`config.mk`:
```
export PLATFORM = sky130hd
export DESIGN_NAME = tff_bank
export DESIGN_NICKNAME = d
export VERILOG_FILES = /design/src/rtl/tff_bank.sv
export SDC_FILE = /design/constraint.sdc
export NUM_CORES = 1
export LEC_CHECK = 0
export CAP_MARGIN = 0
export CORE_UTILIZATION = 30
export CTS_BUF_LIST = sky130_fd_sc_hd__clkbuf_2
export CTS_CLUSTER_DIAMETER = 30
export CTS_CLUSTER_SIZE = 12
export DETAILED_ROUTE_END_ITERATION = 8
export PLACE_DENSITY_LB_ADDON = 0.15
export SLEW_MARGIN = 0
export SYNTH_ARGS = -nofsm -noshare
export SYNTH_HDL_FRONTEND = slang
export SYNTH_SLANG_ARGS = --single-unit
export TNS_END_PERCENT = 1
```
`constraint.sdc`:
```
create_clock -name clk -period 2.3 [get_ports clk]
set_input_delay 0.46 -clock clk [delete_from_list [all_inputs] [get_ports clk]]
set_output_delay 0.46 -clock clk [all_outputs]
set_load 0.005 [all_outputs]
```
`src/rtl/tff_bank.sv`:
```
// tff_bank: WIDTH-bit bank of T flip-flops with toggle, count up/down and
// parallel load modes, plus registered terminal-count and change flags.
//
// Parameters
//   WIDTH   : number of flop bits (1..32)
//   SAT     : count boundary behaviour, 0 = wrap, 1 = saturate
//   RST_VAL : value q takes on reset
// Ports
//   clk  : clock, all state updates on the rising edge
//   rst  : synchronous active-high reset, highest priority
//   en   : operation enable, 0 holds q
//   mode : 00 toggle, 01 count up, 10 count down, 11 load
//   t    : toggle mask (toggle) or load data (load); unused when counting
//   q    : flop bank state
//   tc   : registered terminal-count flag, aligned with q
//   chg  : registered flag, high when q changed on the last edge
module tff_bank #(
    parameter int unsigned      WIDTH   = 8,
    parameter bit               SAT     = 1'b0,
    parameter logic [WIDTH-1:0] RST_VAL = '0
) (
    input  logic             clk,
    input  logic             rst,
    input  logic             en,
    input  logic [1:0]       mode,
    input  logic [WIDTH-1:0] t,
    output logic [WIDTH-1:0] q,
    output logic             tc,
    output logic             chg
);

    localparam logic [1:0] MODE_TOGGLE = 2'b00;
    localparam logic [1:0] MODE_UP     = 2'b01;
    localparam logic [1:0] MODE_DOWN   = 2'b10;

    localparam logic [WIDTH-1:0] ALL_ONES = '1;
    localparam logic [WIDTH-1:0] ALL_ZERO = '0;

    logic [WIDTH-1:0] q_next_c;
    logic             tc_next_c;

    // Next-state and terminal-count decode; defaults describe the hold case.
    always_comb begin
        q_next_c  = q;
        tc_next_c = 1'b0;
        if (en) begin
            case (mode)
                MODE_TOGGLE: begin
                    q_next_c = q ^ t;
                end
                MODE_UP: begin
                    if (q == ALL_ONES) begin
                        // Boundary: wrap to zero or stay pinned at all ones.
                        tc_next_c = 1'b1;
                        q_next_c  = SAT ? ALL_ONES : ALL_ZERO;
                    end else begin
                        q_next_c = q + WIDTH'(1);
                    end
                end
                MODE_DOWN: begin
                    if (q == ALL_ZERO) begin
                        // Boundary: wrap to all ones or stay pinned at zero.
                        tc_next_c = 1'b1;
                        q_next_c  = SAT ? ALL_ZERO : ALL_ONES;
                    end else begin
                        q_next_c = q - WIDTH'(1);
                    end
                end
                default: begin
                    q_next_c = t;
                end
            endcase
        end
    end

    // State and flag registers; chg compares against the pre-edge value.
    always_ff @(posedge clk) begin
        if (rst) begin
            q   <= RST_VAL;
            tc  <= 1'b0;
            chg <= 1'b0;
        end else begin
            q   <= q_next_c;
            tc  <= tc_next_c;
            chg <= (q_next_c != q);
        end
    end

endmodule

```
; After elaboration in Yosys (flattened, before gate mapping)
; Index checks and enable logic that the tools add are counted.
[word_totals]
inputBits = 13
elab_cells = 21
output_inout_bits = 10
reg_bits = 10
[classes]
n_bitwise = 2
muxes = 7
add_sub_neg = 2
n_reduce_logical = 3
eq_ne = 4
[op_table]
columns = op, count
row1 = 2-to-1 mux 8 bit, 3
row2 = case mux 8 bit (3 select lines), 1
row3 = adder 8 x 1 -> 8 bit (second input constant), 1
row4 = == test 8 bit (second input constant), 1
row5 = zero test 8 bit, 1
row6 = inequality test 8 bit, 1
row7 = subtractor 8 x 1 -> 8 bit (second input constant), 1
row8 = bitwise XOR 8 bit, 1
row9 = == test 2 x 1 -> 1 bit (second input constant), 1
row10 = == test 2 bit (second input constant), 1
row11 = zero test 2 bit, 1
row12 = 2-to-1 mux 1 bit, 2
row13 = case mux 1 bit (2 select lines), 1
row14 = OR reduction 2 bit, 1
row15 = NOT 1 bit, 1

; Depth between registers and ports, before layout
[depth]
word_depth = 5
ltp_mapped = 10

; Least setup slack after synthesis
; No wires, ideal clock.
[synth_path]
path_kind = register -> register
startpoint = reg q[0]
endpoint = reg chg
setup_time_ps = 129
synth_period_minus_slack_ps = 2331
t_required_ps = 2171
path_buffers = 1
path_slack_ps = -31
stages_incl_launch_ff = 10
arrival_time_ps = 2202
cell_sequence = dfxtp_1 -> clkbuf_1 -> inv_1 -> ha_1 -> or3b_2 -> o31a_2 -> o21ai_0 -> a311oi_1 -> nor4_1 -> a31oi_1
[synth_between]
elab_chain_len = 5
elab_cells_between_ends = 10
[synth_lines]
columns = item, line
row1 = start: declaration, 27  ; output logic [WIDTH-1:0] q,
row2 = start signal: assignment, 83  ; q <= q_next_c;
row3 = "subtractor 8 x 1 -> 8 bit, or another cell as far along", 66  ; q_next_c = q - WIDTH'(1);
row4 = 2-to-1 mux 8 bit (on tied branches), "61, 52"
row5 = case mux 8 bit (3 select lines), 47  ; case (mode)
row6 = 2-to-1 mux 8 bit, 46  ; if (en) begin
row7 = inequality test 8 bit (*), 85  ; chg <= (q_next_c != q);
row8 = end signal: assignment, 85
row9 = end: declaration, 29  ; output logic chg
; Every way passes the cells marked *; elsewhere a longest branch is shown, timed or not.
; A chain may end at the register's enable or synchronous reset.

; Worst setup path after layout
[layout_path]
startpoint = in mode[1]
endpoint = reg chg
[layout_between]
elab_chain_len = 4
elab_cells_between_ends = 6
[layout_lines]
columns = item, line
row1 = start: declaration, 25  ; input logic [1:0] mode,
row2 = "== test 2 bit, or another cell as far along", 47
row3 = case mux 8 bit (3 select lines) (*), 47
row4 = 2-to-1 mux 8 bit (*), 46
row5 = inequality test 8 bit (*), 85
; Marks and branches as above.

==> impl_metrics.yaml <==
sta:
  fmax_ghz: 0.451
  tightest_slew_ns: 0.379
  drv_slew: 0
  rsz0062_at_grt: "false"
  relSlewSlack_pct: 74.1
  finClkSkew_ns: 0.0174
  setup_viol: 0
  fin_hold_ws_ns: 0.648
  post-route-period-util_pct: 96.4
  hold_violations: 0
  finalCriticalPeriod_ns: 2.22
power:
  p_leak_nw: 0.774
  power_density_nw_per_um2: 397
  vdd_drop_max_mv: 0.208
  p_int_mw: 0.476
  p_clk_share_pct: 12.7
  finalPower_mw: 0.776
  pwr-share-comb_pct: 60.9
  switching_share_pct: 38.7
  seqPwrFrac_pct: 26.5
  p_sw_mw: 0.301
yosys:
  syn_nets: 191
  synth_flop_cell: "dfxtp_1"
  ys_ff_latch: 10
  yosysUniqueCellTypes: 55
  yosysSeqAreaShare_pct: 15.7
  yosys.area.top_type: "dfxtp_1"
  synth-edff-count: 0
  syn_area_per_cell_sq_um: 7.46
  synth-async-reset-ratio_pct: 0
  synthCells: 171
  yosysMostFrequentCell: "o21ai_0"
  synth_commonest_cells: "14 x o21ai_0, 13 x nor2_1, 12 x nand2_1"
  synth_top_area_share_pct: 15.7
  synthesis.area_sq_um: 1280
  yosysWarnings: 0
  post_synth_main_area_contributors: "dfxtp_1 16%, ha_1 6.9%, o21ai_0 5.5%"
grt:
  grt_pass1_wl_um: 7460
  antenna_found_initial: 0
  grt_max_degree: 12
  grt_pass1_vias: 1630
  grt_usage_pct: 21.6
  grt-ovfl-total: 0
critical_path:
  crit_fanout: 7
  worstPathArrival_ns: 2.36
  r2r_setup_slack_ns: 0.12
  rr_worst_depth: 10
  rr_startpoint: "q[0]"
  startpoint_type: "input pin"
  endpoint_kind: "flop"
  cp-endpoint: "chg"
  crit_required_ns: 2.45
  crit_start: "mode[1]"
  critical_path_class: "in -> reg"
  worst_r2r_endpoint: "chg"
route:
  wl_um: 4560
  dr.pass1.iters: 4
  drc: 0
  wl_per_cell_um: 16.3
  postRouteAntennaNets: 0
  detail_route.vias_per_cell: 5.71
  drt_iter0_markers: 108
  via_count: 1593
job:
  maxCapViolCount: 0
finish:
  fin_nets: 250
  synthToLayoutAreaGrowth_pct: 53.3
  final_util_pct: 48.6
  drive_gt1_share_pct: 36.7
  n_antenna_cell: 0
  stdcell_count: 279
worst_hold_path:
  hold_class: "reg -> reg"
clock_network:
  cts_buffer_depth: 2
  clk_pin_slew_ns: 0.11
  cts_max_level: 1
  cts_tree: "built"
  cts_buffers: 3
  numClockSinks: 10
  cts-root-buf: "clkbuf_2"
  clock_latency_ns: 0.26
die:
  ios: 23
  rows: 23
  die_w_um: 67.2
  initial_utilization_pct: 31.7
  die-area_sq_um: 4520
  die_h_um: 67.2
  core_area_sq_um: 4030
status:
  status: "completed"
placement:
  port_buffers: 22
  dp.cells: 271
  dp_hpwl_um: 3490
  gp_routability_congestion: 0.940
registers in the layout, summed over array words and instances (netlist names):
| signal | cells |
|---|---|
| q | 8 |
| chg | 1 |
| tc | 1 |
through the flow:
stage / area [sq um] / setup TNS [ns] / setup slack (ns)
2_1_floorplan: 1280 / 0 / 0.0209
3_3_place_gp: 1790 / -1.98 / -0.409
3_5_place_dp: 1790 / -2.14 / -0.474
4_1_cts: 1880 / 0 / 0.0101
5_1_grt: 1960 / 0 / 0.00661
6_report: 1960 / 0 / 0.0837
routing by layer:
layer / global-route usage [%] / vias to the layer above / part of all wire [%]
li1: - / 766 / -
met1: 25.0 / 759 / 42
met2: 39.1 / 56 / 51
met3: 4.39 / 12 / 4.3
met4: 7.18 / 0 / 2.5
met5: 0 / - / 0
how the worst min path moves through the flow:
stage,depth (start not counted),startpoint,to,slack (ns)
floorplan,3,q[7],q[7],0.60
global placement,3,q[0],q[0],0.62
detailed placement,3,q[0],q[0],0.63
CTS,3,q[0],q[0],0.64
global route,3,q[0],q[0],0.68
finish,3,q[0],q[0],0.65
kinds of logic after synthesis:
family	Yosys count	share of synthesized area, %
buf+inv	26	10.2
compound gates	69	41.7
xor+xnor	5	3.43
simple gates	53	21.4
fa+ha+maj	7	6.86
mux	1	0.784
flops	10	15.7
critical path, cell delays in order:
cell	delay, ns
dlygate4sd2_1	0.25
ha_4	0.15
or4bb_4	0.53
o21a_4	0.26
buf_6	0.14
o211a_1	0.11
a211oi_2	0.20
a41o_1	0.19
a31oi_1	0.08
power groups by stage:
| stage | registers [mW] | logic (mW) | clock network, mW |
|---|---|---|---|
| after global routing | 0.208 | 0.513 | 0.112 |
| final | 0.206 | 0.473 | 0.0983 |
| after global placement | 0.208 | 0.410 | 0 |
| after CTS | 0.204 | 0.434 | 0.104 |
| after detailed placement | 0.208 | 0.411 | 0 |
| after floorplan | 0.205 | 0.243 | 0 |
repair_timing:
item / CTS / global route
setup buffers: 3 / 1
resized for setup: 13 / 24
setup endpoints to repair: 3 / 3
hold buffers: 0 / 0
pin swaps: 4 / 7
gates cloned: 0 / 0
hold endpoints to repair: 0 / 0
area by class of cell:
cell class	count	area, sq um
timing repair buffer	68	574
inverter	12	45.0
sequential	10	203
tap	50	62.6
clock buffer	3	15.0
multi-input combinational	135	1050
fill	394	2070
clock inverter	1	3.75
layout by cell type (no fill, tap or decap), types with 4 or more instances in the layout:
master           Yosys  final
nor2_1              13     13
a21oi_1             10     10
nand2_1             12     12
clkbuf_2             1      4
inv_1               11      7
nand3_1              7      7
inv_2                0      4
o21ai_0             14     11
buf_6                2      4
a31oi_1              5      5
dfxtp_1             10      8
buf_4                3     42
clkdlybuf4s50_1      0     20
Power figures use the tool's default switching activity.
